## src/rtl/traffic_phase_scheduler.sv

```systemverilog
// Two-road phase sequencer: green/yellow/all-red cycling on the 1 Hz tick,
// pedestrian green shortening and emergency-vehicle preemption.
module traffic_phase_scheduler #(
    parameter int GREEN_T  = 30,
    parameter int YEL_T    = 3,
    parameter int ALLRED_T = 2,
    parameter int SHORT_T  = 5
) (
    input  logic       clk,
    input  logic       rst,
    input  logic       tick,
    input  logic       ped_req_a,
    input  logic       ped_req_b,
    input  logic       emerg_a,
    input  logic       emerg_b,
    output logic [3:0] A_lights,
    output logic [3:0] B_lights,
    output logic [3:0] Astate,
    output logic [3:0] Bstate,
    output logic [6:0] Acountdown,
    output logic [6:0] Bcountdown,
    output logic       emerg_active
);

    typedef enum logic [2:0] {A_GO, A_YEL, AR_A, B_GO, B_YEL, AR_B} state_t;

    localparam logic [6:0] GREEN_C  = 7'(GREEN_T);
    localparam logic [6:0] YEL_C    = 7'(YEL_T);
    localparam logic [6:0] ALLRED_C = 7'(ALLRED_T);
    localparam logic [6:0] SHORT_C  = 7'(SHORT_T);

    state_t     state;
    logic [6:0] cnt;
    logic       pa, pb;
    logic       a_side, eff_a, eff_b;
    logic       hold, shorten, enter_ar_a, enter_ar_b;

    function automatic state_t next_phase(input state_t s);
        case (s)
            A_GO:    return A_YEL;
            A_YEL:   return AR_A;
            AR_A:    return B_GO;
            B_GO:    return B_YEL;
            B_YEL:   return AR_B;
            default: return A_GO;
        endcase
    endfunction

    function automatic logic [6:0] phase_len(input state_t s);
        case (s)
            A_GO, B_GO:   return GREEN_C;
            A_YEL, B_YEL: return YEL_C;
            default:      return ALLRED_C;
        endcase
    endfunction

    // When both roads call for preemption, the road showing green/yellow keeps it;
    // during all-red road A is served first.
    assign a_side = (state == A_GO) || (state == A_YEL) || (state == AR_A) || (state == AR_B);
    assign eff_a  = emerg_a && (!emerg_b || a_side);
    assign eff_b  = emerg_b && (!emerg_a || !a_side);

    assign hold    = ((state == A_GO) && eff_a) || ((state == B_GO) && eff_b);
    assign shorten = (cnt > SHORT_C) &&
                     (((state == A_GO) && (pa || ped_req_a)) ||
                      ((state == B_GO) && (pb || ped_req_b)));

    // Yellow phases are never cut or frozen, so they only advance on a terminal tick.
    assign enter_ar_a = (state == A_YEL) && tick && (cnt <= 7'd1);
    assign enter_ar_b = (state == B_YEL) && tick && (cnt <= 7'd1);

    always_ff @(posedge clk or negedge rst) begin
        if (!rst) begin
            state        <= AR_B;
            cnt          <= ALLRED_C;
            pa           <= 1'b0;
            pb           <= 1'b0;
            emerg_active <= 1'b0;
        end else begin
            emerg_active <= emerg_a | emerg_b;
            pa           <= ped_req_a || (pa && !enter_ar_a);
            pb           <= ped_req_b || (pb && !enter_ar_b);

            if ((state == B_GO) && eff_a) begin
                state <= B_YEL;
                cnt   <= YEL_C;
            end else if ((state == A_GO) && eff_b) begin
                state <= A_YEL;
                cnt   <= YEL_C;
            end else if (!hold) begin
                if (shorten) begin
                    cnt <= SHORT_C;
                end else if (tick) begin
                    if (cnt > 7'd1) begin
                        cnt <= cnt - 7'd1;
                    end else begin
                        state <= next_phase(state);
                        cnt   <= phase_len(next_phase(state));
                    end
                end
            end
        end
    end

    // Lamp word is {walk, green, yellow, red}; countdowns are nominal times to the next colour change.
    always_comb begin
        A_lights   = 4'b0001;
        B_lights   = 4'b0001;
        Astate     = 4'd0;
        Bstate     = 4'd0;
        Acountdown = cnt;
        Bcountdown = cnt;
        case (state)
            A_GO: begin
                A_lights   = 4'b0100;
                B_lights   = 4'b1001;
                Astate     = 4'd1;
                Bcountdown = cnt + YEL_C + ALLRED_C;
            end
            A_YEL: begin
                A_lights   = 4'b0010;
                Astate     = 4'd2;
                Bcountdown = cnt + ALLRED_C;
            end
            AR_A: begin
                Acountdown = cnt + GREEN_C + YEL_C + ALLRED_C;
            end
            B_GO: begin
                A_lights   = 4'b1001;
                B_lights   = 4'b0100;
                Bstate     = 4'd1;
                Acountdown = cnt + YEL_C + ALLRED_C;
            end
            B_YEL: begin
                B_lights   = 4'b0010;
                Bstate     = 4'd2;
                Acountdown = cnt + ALLRED_C;
            end
            default: begin
                Bcountdown = cnt + GREEN_C + YEL_C + ALLRED_C;
            end
        endcase
    end

endmodule

```

## config.mk

```make
export PLATFORM = sky130hd
export DESIGN_NAME = traffic_phase_scheduler
export DESIGN_NICKNAME = d
export VERILOG_FILES = /design/src/rtl/traffic_phase_scheduler.sv
export SDC_FILE = /design/constraint.sdc
export NUM_CORES = 1
export LEC_CHECK = 0
export ABC_AREA = 1
export ABC_CLOCK_PERIOD_IN_PS = 2250
export BUFFER_PORTS_ARGS = -buffer_cell sky130_fd_sc_hd__clkbuf_2
export CAP_MARGIN = 20
export CORE_MARGIN = 5
export CORE_UTILIZATION = 55
export DETAILED_ROUTE_END_ITERATION = 10
export GPL_TIMING_DRIVEN = 0
export PLACE_DENSITY = 0.8
export SYNTH_ARGS = -nofsm -noshare
export SYNTH_HDL_FRONTEND = slang
export SYNTH_SLANG_ARGS = --single-unit
export TNS_END_PERCENT = 30
```

## constraint.sdc

```tcl
create_clock -name clk -period 2.25 [get_ports clk]
set_clock_uncertainty 0.2 [all_clocks]
set_input_delay 0.225 -clock clk [delete_from_list [all_inputs] [get_ports clk]]
set_output_delay 0.225 -clock clk [all_outputs]
set_load 0.005 [all_outputs]
```

# Word level (Yosys, flattened, before mapping)
# Cells that the tools add are included.
# classes
n_addsub,7
n_lt_le_gt_ge,3
n_eq_ne,11
muxes,22
bitwise,1
n_reduce_logical,40
# ops
op,n
$mux W7,6
$pmux W7 S3,2
$add A7 B2 Y7 const B,5
$mux W3,8
$pmux W4 S3,2
$logic_and A1 B1 Y1,15
$pmux W3 S5,1
$logic_or A1 B1 Y1,11
$pmux W5 S2,1
$eq A3 B2 Y1 const B,3
$eq A3 B3 Y1 const B,3
$pmux W2 S2,2
$add A7 B5 Y7 const B,1
$gt A7 B1 Y1 const B,1
$gt A7 B3 Y1 const B,1
$le A7 B1 Y1 const B,1
$sub A7 B1 Y7 const B,1
$eq A3 B1 Y1 const B,2
$logic_not A3 Y1,2
$ne A3 B1 Y1 const B,2
$logic_not A1 Y1,5
$reduce_and A4 Y1,1
$reduce_bool A4 Y1,1
$reduce_or A2 Y1,2
5 further kinds,5
# totals
reg_bits,13
input_bits,7
out_inout_bits,31
elab_cells,89

# Logic depth before layout (Yosys ltp)
# depth
word_depth,21
ltp_mapped,14
depth_no_buf,13

# Worst setup path before layout
# OpenSTA, ideal clock, no wires.
# synth_timing
path_kind,reg2out
from,register cnt[1]
to,output port Acountdown[6]
t_arrival_ps,1506
required_ps,1825
setup_slack_ps,319
path_stages_with_launch,9
n_path_buf,0
path_cell_list,dfstp_2 -> inv_1 -> ha_1 -> nor2_1 -> nand2_1 -> nand2_1 -> xor2_1 -> nand2_1 -> nand4_1
# synth_via
elab_chain_len,4
elab_cells_between_ends,7
cone_classes,add/sub (6); mux (1)
# synth_rtl
element,line,source
from (decl),33,logic [6:0] cnt;
from (signal assigned),95,cnt <= cnt - 7'd1;
from (signal assigned),98,cnt <= phase_len(next_phase(state));
$add A7 B5 Y7,126,Acountdown = cnt + GREEN_C + YEL_C + ALLRED_C;
$add A7 B2 Y7 (2 in a row),126,
$pmux W7 S3 *,113,case (state)
to (decl),20,"output logic [6:0] Acountdown,"
# Mark *: on every way between the ends. The rest lies on a longest branch, timed or not.

# Worst setup path in the final report
# layout_timing
from,register cnt[1]
to,output port Bcountdown[2]
# layout_via
elab_chain_len,4
elab_cells_between_ends,7
cone_classes,add/sub (6); mux (1)
# layout_rtl
element,line,source
$add A7 B5 Y7,140,Bcountdown = cnt + GREEN_C + YEL_C + ALLRED_C;
$add A7 B2 Y7 (2 in a row),140,
$pmux W7 S3 *,113,
to (decl),21,"output logic [6:0] Bcountdown,"
# Marks and branches as above.

==> impl_results.md <==
- Run status: finished with violations
- Failing checks: setup timing
- Core Rows: 20
- Yosys warnings: 0
- Max-slew violations: 0
- Worst-Skew Late Latency: 300 ps
- Design area: 2450 µm²
- Avg Cell Area, Syn: 6.273 µm²
- DR DRC count: 0
- Power Density: 1622 nW/µm²
- Max incr delay on CP: 580 ps
- Die ar.: 4545 µm²
- Starting Density: 58.43%
- WL per Instance: 13.83 µm
- Post-synth EDFFs: 0
- F_max: 430.5 MHz
- N_diodes: 0
- CTS H-Tree Depth: 1
- # IOs: 38
- First-pass GRT wire length: 8266 µm
- Worst-path clk slew: 90 ps
- Synth area leaders: nand2_1, dfrtp_1, inv_1
- Fraction of layout cells with a size suffix above 1: 40.85%
- DRT iter0 DRCs: 254
- Crit share post-route: 103.2%
- Worst-path cell with the longest stage delay: dfstp_2
- Synth Cell Area: 1813 µm²
- TNS Setup: -175.3 ps
- Crit-path max FO: 5
- Peak VDD IR: 871.3 µV
- Vias in the first global route: 1771
- Worst path cell trace: buf_6, ha_4, xor2_1, o22ai_1, a21oi_1, nand2_1, clkbuf_2
- Pin count of the biggest net entering global routing: 14
- Fin. Hold Viols: 0
- CP Buf/Inv Count: 2
- Drt total wl: 5519 µm
- Leakage: 1.337 nW
- Clock sinks: 13
- Initial DRT Pass Iterations: 5
- Synth Register Bits: 13
- Startpoint Class: register
- Setup crit end kind: primary output
- Vias: 2136
- GP Congestion: 0.9773
- Nets: 371
- Hold path depth: 2
- Placed cells: 369
- Total track usage: 23.82%
- CP Data Arrival Time: 1900 ps
- Levels on crit path: 7
- DIE HEIGHT: 67.42 µm
- Final ANT Viol Nets: 0
- Final setup viols: 6
- Sequential share of the synthesized area: 18.15%
- CTS tree: built
- Commonest cells post-synth: nand2_1, inv_1, nand3_1
- Cell class contributing the biggest share of worst-path delay: flip-flops
- Finished Layout Cells: 399
- Detailed placement HPWL: 3585 µm
- Max clock buf depth: 2
- Final min period: 2323 ps
- Ys flop type: dfrtp_1
- Ys async rst share: 100.0%
- CP required: 1820 ps
- Die Width: 67.42 µm
- CTS buffer count: 3
- Area post-placement: 2044 µm²
- Buffers on Ports: 33
- Max_cap viols: 0
- Area share of the largest cell type after synthesis: 21.33%
- Most common cell in the synthesized netlist: nand2_1
- Final worst setup slack: -73.10 ps
- HP Class: in -> reg
- Initial antenna violation count: 0
- Global route overflow: 0
- Syn Inst Count: 289
- Root buf cell: clkbuf_4
- Area leader, netlist: nand2_1
- Area Overhead vs Synth: 35.13%
- Core Region: 3103 µm²
- Critical path type: reg -> out
- Distinct cells, synth: 32
- R2R cell count: 13
- Via density: 5.353
- RSZ-0062 raised after global routing: true
through the flow:
step	hold WS (ps)	worst slack, ps	power [W]	util (%)
final	17.26	-73.10	0.003973	78.95
after global routing	22.08	-128.4	0.004305	78.95
after CTS	19.33	-17.57	0.003584	73.87
after detailed placement	-52.94	-28.54	0.003109	65.89
after global placement	-55.98	-7.841	0.003075	65.89
after floorplan	-270.6	318.6	0.002373	-
final cells by class:
class                   count  area, µm²
plain buffers              14      118.9
clock buffers               4      26.28
fillers                   231      653.1
inverters                  38      153.9
multi-input cells         227       1383
flip-flops and latches     13      329.1
well taps                  44      55.05
repair buffers             59      384.1
layer usage:
layer  wire (µm)  share of wire [%]  up-vias  GRT usage, %
met5           0                  0        -             0
met4          91                1.6        0         7.848
met3         473                8.6        9         3.993
met2        2599                 47      121         35.58
met1        2355                 43      984         34.52
li1            -                  -     1022             -
logic make-up after synthesis:
family / Yosys count / share of synthesized area, %
AND/OR/NAND/NOR: 182 / 48.52
buffers and inverters: 52 / 14.01
AO/OA/AOI/OAI: 21 / 7.798
flip-flops: 13 / 18.15
XOR/XNOR: 12 / 5.797
adder cells (fa/ha/maj): 8 / 5.521
other: 1 / 0.2068
sequential cells by signal, summed over array words and instances, names as in the netlist:
name,cells
pb,1
pa,1
state,3
emerg_active,1
cnt,7
placed cells by master, fill, tap and decap left out, types with 9 or more instances in the layout:
master and instances:
nand2_1 91, clkbuf_2 31, buf_4 28, inv_1 24, nand2_2 19, nand3_1 19
nor2_1 14, inv_2 11, dfrtp_1 10, xor2_1 9
worst paths after layout:
kind	from	endpoint	slack, ps
max reg2reg	cnt[2]	state[1]	140
max in group asynchronous	rst	state[0]	1380
min reg2reg	pa	pa	350
min	emerg_b	emerg_active	20
min in group asynchronous	rst	cnt[5]	150
max	cnt[1]	Bcountdown[2]	-70
worst register-to-register path, cell delays in order, from the launching register on:
cell        delay, ps
dfrtp_1           380
buf_6             140
clkinvlp_4        100
buf_4             160
buf_4             140
ha_1              180
nand2_2           100
nand2_2            80
nand2_4           120
inv_2              60
nand2_1           100
nand2_2           100
nand3_1           100
nand2_1            50
timing repair:
item | in CTS | in global routing
setup endpoints to repair | 14 | 19
endpoints found under the hold margin | 15 | 0
pin swaps | 6 | 11
hold buffers | 3 | 0
buffers inserted | 13 | 10
resized for setup | 21 | 27
report_power, final:
group	internal [W]	switching, W	leakage [nW]
registers	0.000340	0.0000587	0.149
logic	0.00136	0.00205	1.17
clock network	0.0000693	0.0000975	0.0150
total	0.00177	0.00221	1.34
Note: power is estimated with default switching activity, not from simulation.
